===== src/rtl/valu_seq.sv =====
// valu_seq: vector ALU sequencer; macro VALU_SEQ_TAIL_ONES_EN selects the tail-agnostic (all-ones) tail policy
module valu_seq #(
    parameter int VLEN = 128
) (
    input  logic              i_clk,
    input  logic              i_rst,
    input  logic              i_valid,
    output logic              o_ready,
    input  logic [5:0]        i_ctrl,
    input  logic [2:0]        i_sew,
    input  logic [7:0]        i_vl,
    input  logic [4:0]        i_vs1,
    input  logic [4:0]        i_vs2,
    input  logic [4:0]        i_vd,
    input  logic              i_vx,
    input  logic [63:0]       i_scalar,
    output logic [4:0]        o_vrf_raddr_a,
    output logic [4:0]        o_vrf_raddr_b,
    input  logic [VLEN-1:0]   i_vrf_rdata_a,
    input  logic [VLEN-1:0]   i_vrf_rdata_b,
    output logic              o_vrf_we,
    output logic [4:0]        o_vrf_waddr,
    output logic [VLEN-1:0]   o_vrf_wdata,
    output logic [VLEN/8-1:0] o_vrf_wbe,
    output logic [2:0]        o_alu_sew,
    output logic [5:0]        o_alu_ctrl,
    output logic [VLEN-1:0]   o_alu_a,
    output logic [VLEN-1:0]   o_alu_b,
    input  logic [VLEN-1:0]   i_alu_result,
    output logic              o_done,
    output logic              o_err
);
    localparam int NB = VLEN / 8;
    localparam logic [2:0] S_IDLE = 3'd0, S_READ = 3'd1, S_EXEC = 3'd2, S_WB = 3'd3, S_DONE = 3'd4;
`ifdef VALU_SEQ_TAIL_ONES_EN
    localparam logic TAIL_ONES = 1'b1;
`else
    localparam logic TAIL_ONES = 1'b0;
`endif

    logic [2:0]      state_q, state_d, k_q, k_d, sew_q, alu_sew_q;
    logic [5:0]      ctrl_q, alu_ctrl_q;
    logic [4:0]      vs1_q, vs2_q, vd_q;
    logic            vx_q, err_q, legal, exec, en;
    logic [63:0]     scalar_q;
    logic [31:0]     nbytes_q, vlmax, vl_eff, nbytes;
    logic [3:0]      nreg_q, nreg;
    logic [127:0]    scalar_ext;
    logic [VLEN-1:0] alu_a_q, alu_b_q, wdata_q, wdata_d, scalar_rep;
    logic [NB-1:0]   wbe_q, wbe_d;

    assign exec          = state_q == S_EXEC;
    assign o_ready       = state_q == S_IDLE;
    assign o_vrf_we      = state_q == S_WB;
    assign o_done        = state_q == S_DONE;
    assign o_err         = o_done & err_q;
    assign o_vrf_raddr_a = vs2_q + 5'(k_q);
    assign o_vrf_raddr_b = vs1_q + 5'(k_q);
    assign o_vrf_waddr   = vd_q + 5'(k_q);
    assign o_vrf_wdata   = wdata_q;
    assign o_vrf_wbe     = wbe_q;
    assign o_alu_a       = exec ? i_vrf_rdata_a : alu_a_q;
    assign o_alu_b       = exec ? (vx_q ? scalar_rep : i_vrf_rdata_b) : alu_b_q;
    assign o_alu_ctrl    = exec ? ctrl_q : alu_ctrl_q;
    assign o_alu_sew     = exec ? sew_q : alu_sew_q;

    // Decode legality, clamped vl, active byte count and register count of the offered instruction
    always_comb begin
        legal  = (i_sew <= 3'd4) && ((32'd8 << i_sew) <= 32'(VLEN));
        vlmax  = 32'(VLEN) >> i_sew;
        vl_eff = (32'(i_vl) < vlmax) ? 32'(i_vl) : vlmax;
        nbytes = vl_eff << i_sew;
        nreg   = 4'((nbytes + 32'(NB - 1)) / 32'(NB));
    end

    // Replicate the SEW-truncated scalar (sign-extended at SEW=128) across every element
    always_comb begin
        scalar_ext = {{64{scalar_q[63]}}, scalar_q};
        scalar_rep = '0;
        for (int j = 0; j < NB; j++)
            scalar_rep[8*j +: 8] = scalar_ext[8*(j & ((1 << sew_q) - 1) & 15) +: 8];
    end

    // Byte enables and tail fill for register k, derived from its global byte offset
    always_comb begin
        wbe_d   = '0;
        wdata_d = '0;
        en      = 1'b0;
        for (int j = 0; j < NB; j++) begin
            en                 = (32'(k_q) * 32'(NB) + 32'(j)) < nbytes_q;
            wbe_d[j]           = en | TAIL_ONES;
            wdata_d[8*j +: 8]  = (TAIL_ONES && !en) ? 8'hFF : i_alu_result[8*j +: 8];
        end
    end

    // Sequencer next state: read, execute, write back once per register of the group
    always_comb begin
        state_d = state_q;
        k_d     = k_q;
        case (state_q)
            S_IDLE: if (i_valid) begin
                state_d = (!legal || i_vl == 8'd0) ? S_DONE : S_READ;
                k_d     = '0;
            end
            S_READ: state_d = S_EXEC;
            S_EXEC: state_d = S_WB;
            S_WB: if (4'(k_q) == nreg_q - 4'd1) state_d = S_DONE;
                  else begin
                      k_d     = k_q + 3'd1;
                      state_d = S_READ;
                  end
            S_DONE: state_d = S_IDLE;
            default: state_d = S_IDLE;
        endcase
    end

    // State, instruction latch on handshake, and ALU/write-back registers captured in EXEC
    always_ff @(posedge i_clk) begin
        if (i_rst) begin
            state_q    <= S_IDLE;
            k_q        <= '0;
            ctrl_q     <= '0;
            sew_q      <= '0;
            vs1_q      <= '0;
            vs2_q      <= '0;
            vd_q       <= '0;
            vx_q       <= 1'b0;
            err_q      <= 1'b0;
            scalar_q   <= '0;
            nbytes_q   <= '0;
            nreg_q     <= '0;
            alu_a_q    <= '0;
            alu_b_q    <= '0;
            alu_ctrl_q <= '0;
            alu_sew_q  <= '0;
            wdata_q    <= '0;
            wbe_q      <= '0;
        end else begin
            state_q <= state_d;
            k_q     <= k_d;
            if (o_ready && i_valid) begin
                ctrl_q   <= i_ctrl;
                sew_q    <= i_sew;
                vs1_q    <= i_vs1;
                vs2_q    <= i_vs2;
                vd_q     <= i_vd;
                vx_q     <= i_vx;
                scalar_q <= i_scalar;
                err_q    <= !legal;
                nbytes_q <= nbytes;
                nreg_q   <= nreg;
            end
            if (exec) begin
                alu_a_q    <= o_alu_a;
                alu_b_q    <= o_alu_b;
                alu_ctrl_q <= ctrl_q;
                alu_sew_q  <= sew_q;
                wdata_q    <= wdata_d;
                wbe_q      <= wbe_d;
            end
        end
    end
endmodule

===== config.mk =====
export PLATFORM = sky130hd
export DESIGN_NAME = valu_seq
export DESIGN_NICKNAME = d
export VERILOG_FILES = /design/src/rtl/valu_seq.sv
export SDC_FILE = /design/constraint.sdc
export NUM_CORES = 1
export LEC_CHECK = 0
export BUFFER_PORTS_ARGS = -buffer_cell sky130_fd_sc_hd__buf_2
export CORE_AREA = 4 4 351 353
export CTS_CLUSTER_SIZE = 8
export DETAILED_ROUTE_END_ITERATION = 6
export DIE_AREA = 0 0 355 357
export PLACE_DENSITY = 0.5
export SKIP_LAST_GASP = 1
export SLEW_MARGIN = 0
export SYNTH_ARGS = -nofsm -noshare
export SYNTH_HDL_FRONTEND = slang
export SYNTH_SLANG_ARGS = --single-unit

===== constraint.sdc =====
create_clock -name i_clk -period 3.2 [get_ports i_clk]
set_input_delay 0.32 -clock i_clk [delete_from_list [all_inputs] [get_ports i_clk]]
set_output_delay 0.32 -clock i_clk [all_outputs]
set_load 0.05 [all_outputs]

==> results of run 1 <==
## sequential cells by signal, summed over array words and instances, names as in the netlist, 6 cells and up
| signal | flops |
|---|---|
| nbytes_q | 15 |
| ctrl_q | 6 |
| alu_a_q | 128 |
| alu_b_q | 128 |
| alu_ctrl_q | 6 |
| o_vrf_wdata | 128 |
| scalar_q | 64 |
| o_vrf_wbe | 16 |
## repair_timing
item                                    CTS  global route
endpoints found under the hold margin   354             0
endpoints found under the setup margin   89           153
setup buffers                            35            35
pin swaps                                51            61
hold buffers                            354             0
resized for setup                       246           226
gates cloned                              4             5
## worst register-to-register path: stages (launching register included)
cell and delay, ns:
dfxtp_4 0.36, nor3_4 0.21, inv_2 0.08, ha_4 0.17
buf_4 0.15, buf_12 0.15, xor2_4 0.16, buf_6 0.14
buf_4 0.13, buf_4 0.14, mux2i_4 0.21, nor2_1 0.13
a21oi_2 0.08, buf_4 0.19, buf_4 0.12, a211oi_1 0.23
## final timing paths
path,depth (start not counted),end,start
worst max-delay path,11,o_alu_b[124],sew_q[2]$_SDFFE_PP0P_
worst min-delay path,3,alu_a_q[44]$_SDFFE_PP0P_,i_vrf_rdata_a[44]
worst max register to register,15,alu_b_q[55]$_SDFFE_PP0P_,sew_q[2]$_SDFFE_PP0P_
worst min register to register,2,o_vrf_wbe[7]$_SDFFE_PP0P_,o_vrf_wbe[7]$_SDFFE_PP0P_
## power groups by stage
| stage | combinational (uW) | sequential, uW | clock (uW) |
|---|---|---|---|
| final | 12400 | 7770 | 7850 |
| after global routing | 13100 | 7830 | 8340 |
| after CTS | 11700 | 7740 | 8110 |
| after detailed placement | 10200 | 7860 | 0 |
| after global placement | 10200 | 7850 | 0 |
| after floorplan | 6230 | 8330 | 0 |
## layout by cell type, fill, tap and decap left out, types with 13 or more instances in the layout
cell type / Yosys / routed
o21ai_2: 0 / 16
xnor2_1: 15 / 15
a211oi_1: 31 / 23
buf_8: 0 / 13
buf_6: 4 / 91
mux2i_1: 57 / 35
a221oi_4: 0 / 16
dlygate4sd3_1: 0 / 354
nor2_1: 128 / 101
a21oi_1: 498 / 450
nor3_1: 28 / 27
dfxtp_1: 524 / 517
o21ai_0: 65 / 33
inv_1: 23 / 23
clkbuf_16: 0 / 82
a21o_1: 15 / 15
ha_1: 23 / 22
nor2_2: 0 / 20
mux2i_4: 0 / 15
buf_12: 0 / 49
buf_2: 46 / 813
o21ai_1: 9 / 17
nand2_1: 990 / 976
a21oi_2: 2 / 42
nand3_1: 35 / 29
buf_4: 2 / 118
nor2b_1: 105 / 105
a221oi_2: 8 / 13
## logic make-up after synthesis
group / Yosys count / synth area share [%]
adder cells (fa/ha/maj): 26 / 1.52
AO/OA/AOI/OAI: 736 / 18.5
XOR/XNOR: 19 / 0.759
multiplexers: 85 / 4.34
buffers and inverters: 262 / 4.71
AND/OR/NAND/NOR: 1345 / 24.4
flip-flops: 524 / 45.8
## stage by stage
| stage | instances | hold slack, ns | utilization (%) |
|---|---|---|---|
| after floorplan | 2997 | 0.432 | - |
| after global placement | 5389 | 0.438 | 25.1 |
| after detailed placement | 5389 | 0.443 | 25.1 |
| after CTS | 5880 | 0.00411 | 31.1 |
| after global routing | 5924 | 0.0429 | 32.2 |
| final | 5930 | 0.0632 | 32.2 |
## cell type report
type                            count  area share (%)
Antenna cell                       12          0.0779
Clock buffer                       86            5.22
Clock inverter                     12           0.588
Inverter                           25           0.250
Multi-Input combinational cell   2212            33.0
Sequential cell                   524            27.3
Tap cell                         1612            5.23
Timing Repair Buffer             1447            28.4
## per-layer routing
| layer | vias up | routed length, um |
|---|---|---|
| met5 | - | 117 |
| met4 | 20 | 6560 |
| met3 | 297 | 11100 |
| met2 | 1139 | 54500 |
| met1 | 12515 | 51900 |
| li1 | 12644 | - |
==> reports/metrics.cfg, run 1 <==
[pwr]
p_comb_share_pct=44.4
vdd_ir_drop_max_mv=0.442
p_switching_uw=11900
p_total_uw=28100
internal_power_uw=16100
power.density_nw_per_um2=728
sw_frac_of_total_pct=42.5
p_leak_uw=0.0169
seqPwrFrac_pct=27.7
pwr-share-clk_pct=28.0

[global_routing]
grt_usage_pct=18.3
grt-ovfl-total=0
grt_max_degree=106
grt_busiest_layer=met2
met3_usage_pct=6.22
use_met2_pct=27.7
grt_use_met1_pct=22.9
grt_pass1_wl_um=173000
grt_pass1_vias=25904
antenna_found_initial=32

[setup_path]
r2r_slack_ns=0.49
crit_fanout=7
cp_slowest_cell=or4b_4
worstPathArrival_ns=3.25
crit_chain=nor3_4, inv_2, ha_4, or4b_4, buf_8, a21oi_4, a211oi_2, a22o_2, a221oi_2, nor2_2, buf_6
cp.required_ns=2.88
critPathMaxStageDelay_ns=0.60
endpoint_kind=primary output
critPathBufInv=3
start_kind=register
critical_path_class=reg -> out
cp_top_family=simple AND/OR/NAND/NOR gates

[routing]
final_antenna_net_count=0
vias_per_cell=4.49
drtIter0Drc=1954
firstDrtPassIters=7
routedWlPerCell_um=20.9
route.detailed.drc=0
vias=26615
wirelength_um=124000

[finish]
fillers=12660
syn2layout_area_growth_pct=68.2
regArea_um2=10500
multiInputGateArea_um2=12700
nets=4798
finalInstanceArea_um2=38500
drive_above_1_share_pct=33.1

[place]
dp_hpwl_um=91700
io_buffer_count=911
post-place-ws_ns=-0.183
dpl_cell_area_um2=30100
place_congestion=0.883

[clocking]
cts_inserted_buffers=78
cts_tree=built
clock_tree.root_cell=clkbuf_16
h-tree-depth=3
clock_tree.buffer_depth=3
clock_latency_ns=0.64
cts_sinks=524
path_clk_slew_ns=0.04

[logic_synthesis]
synth_edf_count=0
synth_cell_types=68
synth-async-reset-ratio_pct=0
synth-seq-cells=524
synthFlopType=dfxtp_1
synth_common_cells=nand2_1, dfxtp_1, a21oi_1, clkbuf_1, nor2_1
syn_nets=3507
yosys_warnings=0
synthesis.area_um2=22900
synth_top_area_share_pct=45.8
syn_inst=2997
synth.area.top_cells=dfxtp_1, nand2_1, a21oi_1
syn_avg_cell_area_um2=7.64
synth_most_common_cell=nand2_1
yosysTopAreaCell=dfxtp_1
yosysSeqAreaShare_pct=45.8

[job]
cap_violations=0

[die]
die_h_um=357
die-area_um2=127000
ioPinCount=912
die_w_um=355
coreArea_um2=120000
initial_core_util_pct=19.1
rows=127

[timing]
worst_slew_pin_slew_ns=0.825
clock_skew_ns=0.0179
finalCritPeriodShare_pct=112
final_max_slew_viol_count=0
slew_headroom_pct=45.0
fmax_mhz=280
hold_viol=0
tns_ns=-13.65
rsz0062_at_grt=true
worst_slack_ns=-0.371
fin_crit_ns=3.57
setup-violations-final=68

[status]
violations=setup timing
status=finished, violations left

[hold_path]
hp-class=in -> reg

No activity file was read; power rests on OpenSTA's default activity.
==> run 2: changes to the inputs <==
--- a/config.mk
+++ b/config.mk
@@ -8,7 +8,7 @@
 export BUFFER_PORTS_ARGS = -buffer_cell sky130_fd_sc_hd__buf_2
-export CORE_AREA = 4 4 351 353
+export CORE_AREA = 4 4 355 357
 export CTS_CLUSTER_SIZE = 8
 export DETAILED_ROUTE_END_ITERATION = 6
-export DIE_AREA = 0 0 355 357
-export PLACE_DENSITY = 0.5
+export DIE_AREA = 0 0 359 361
+export PLACE_DENSITY = 0.49
 export SKIP_LAST_GASP = 1
==> constraint.sdc (replaced) <==
create_clock -name i_clk -period 3.2 [get_ports i_clk]
set_input_delay 0.64 -clock i_clk [delete_from_list [all_inputs] [get_ports i_clk]]
set_output_delay 0.64 -clock i_clk [all_outputs]
set_load 0.05 [all_outputs]
==> run 2 against run 1 <==
Compared with the run above: setup slack worse by 0.33 ns; sequential power up 0.6%; via count down 2.8%; highest routed layer unchanged; die area up 2.3%; sequential share of layout area down 0.56 points; register-to-register slack worse by 0.04 ns; the flow finishes with violations (DRC, setup timing); flip-flop and latch count unchanged.
==> reports/metrics.cfg, run 2 (synthesis gave the netlist of run 1 again) <==
[setup_path]
cp.required_ns=2.56
r2r_slack_ns=0.45
critical_path_class=reg -> out
start_kind=register
crit_fanout=4
endpoint_kind=primary output
worstPathArrival_ns=3.26

[routing]
wirelength_um=128000
drtIter0Drc=1725
vias=25868
vias_per_cell=4.54
firstDrtPassIters=7
final_antenna_net_count=0
route.detailed.drc=3
routedWlPerCell_um=22.5

[timing]
worst_slack_ns=-0.696
setup-violations-final=97
rsz0062_at_grt=true
slew_headroom_pct=54.5
final_max_slew_viol_count=0
worst_slew_pin_slew_ns=0.682
clock_skew_ns=0.0376
fmax_mhz=257
finalCritPeriodShare_pct=122
hold_viol=0
fin_crit_ns=3.90

[pwr]
internal_power_uw=17300
pwr-share-clk_pct=25.8
p_comb_share_pct=48.0
seqPwrFrac_pct=26.2
p_switching_uw=12600
sw_frac_of_total_pct=42.1
power.density_nw_per_um2=759
p_total_uw=29900
p_leak_uw=0.0167
vdd_ir_drop_max_mv=0.443

[clocking]
cts_sinks=524
h-tree-depth=3
clock_tree.buffer_depth=3
clock_tree.root_cell=clkbuf_16
path_clk_slew_ns=0.05
cts_inserted_buffers=78
cts_hold_buf=0
clock_latency_ns=0.67
cts_tree=built

[finish]
drive_above_1_share_pct=43.5
nets=4536
final_cell_mix=nand2_1, buf_2, dfxtp_1
syn2layout_area_growth_pct=71.9
final_common_cell=nand2_1
fillers=12941
regArea_um2=10500
finalInstanceArea_um2=39400
multiInputGateArea_um2=14400

[die]
ioPinCount=912
die_w_um=359
coreArea_um2=123000
rows=129
die-area_um2=130000
die_h_um=361
initial_core_util_pct=18.6

[global_routing]
grt_pass1_wl_um=176000
grt_pass1_vias=24769
grt_usage_pct=18.3
antenna_found_initial=36
grt_max_degree=89
grt-ovfl-total=0

[status]
status=finished, violations left
violations=DRC, setup timing

[place]
dpl_cell_area_um2=31200
place_congestion=0.872
io_buffer_count=911
dp_hpwl_um=92600

[hold_path]
hp-class=in -> reg

[job]
cap_violations=0

## run 2: cell count changes in the layout (fill, tap and decap cells not counted), moves of 17 or more
cell	delta
buf_12	+34
nand2_4	+106
buf_2	-151
dlygate4sd3_1	-354
buf_4	+56
a21oi_4	+17
buf_6	+52
nand2_1	-178
buf_8	+68
nand2_2	+61
buf_16	+23
o21ai_0	-19
## run 2: metrics by stage
stage / setup WS [ns] / util (%) / setup TNS [ns] / cells / hold WS (ns)
3_5_place_dp: -0.337 / 25.4 / -4.87 / 5462 / 0.443
2_1_floorplan: -0.283 / - / -2.76 / 2997 / 0.432
5_1_grt: -0.817 / 32.0 / -56.39 / 5688 / 0.144
4_1_cts: -0.741 / 30.1 / -59.89 / 5649 / 0.118
3_3_place_gp: -0.282 / 25.4 / -3.26 / 5462 / 0.438
6_report: -0.696 / 32.0 / -41.36 / 5692 / 0.206
## run 2: critical path: stages, from the launching register on
cell and delay, ns:
dfxtp_4 0.36, nor3_4 0.23, clkinv_4 0.09, ha_4 0.16, or4b_4 0.54, buf_6 0.16, a21oi_2 0.14, a211oi_2 0.07
a22o_4 0.30, a221oi_4 0.29, nor2_4 0.10, buf_12 0.16
## run 2: power groups by stage
stage / Clock [uW] / Combinational (uW) / Sequential [uW]
after CTS: 7970 / 13200 / 7740
after floorplan: 0 / 6420 / 8330
after global placement: 0 / 10900 / 7820
after detailed placement: 0 / 10900 / 7830
after global routing: 8220 / 15000 / 7870
final: 7720 / 14300 / 7820
## run 2: worst paths after layout
kind,startpoint,to,cells after the start
worst max-delay path,sew_q[2]$_SDFFE_PP0P_,o_alu_b[122],11
worst min register to register,o_vrf_wdata[60]$_SDFFE_PP0P_,o_vrf_wdata[60]$_SDFFE_PP0P_,2
worst max register to register,sew_q[2]$_SDFFE_PP0P_,alu_b_q[127]$_SDFFE_PP0P_,12
worst min-delay path,i_scalar[20],scalar_q[20]$_SDFFE_PP0P_,3
## run 2: cell type report
type                       count  share of cell area, %
inverter                      25                  0.267
sequential                   524                   26.7
timing repair buffer        1183                   25.5
multi-input combinational   2214                   36.7
clock inverter                 8                  0.280
tap                         1637                   5.20
antenna                       11                 0.0699
clock buffer                  90                   5.28
## run 2: timing repair
action / 4_1_cts / 5_1_grt
pin swaps: 105 / 165
setup buffers: 64 / 44
gates resized for setup: 656 / 578
setup endpoints to repair: 272 / 249
gates cloned: 30 / 7
## run 2: per-layer routing
metal  vias to the layer above  part of all wire (%)  global-route usage [%]
met1                     12421                    41                    22.4
met3                       232                   9.1                    7.21
met2                      1029                    47                    29.9
met5                         -                  0.15                       0
met4                        28                   3.3                    5.36
li1                      12158                     -                       -
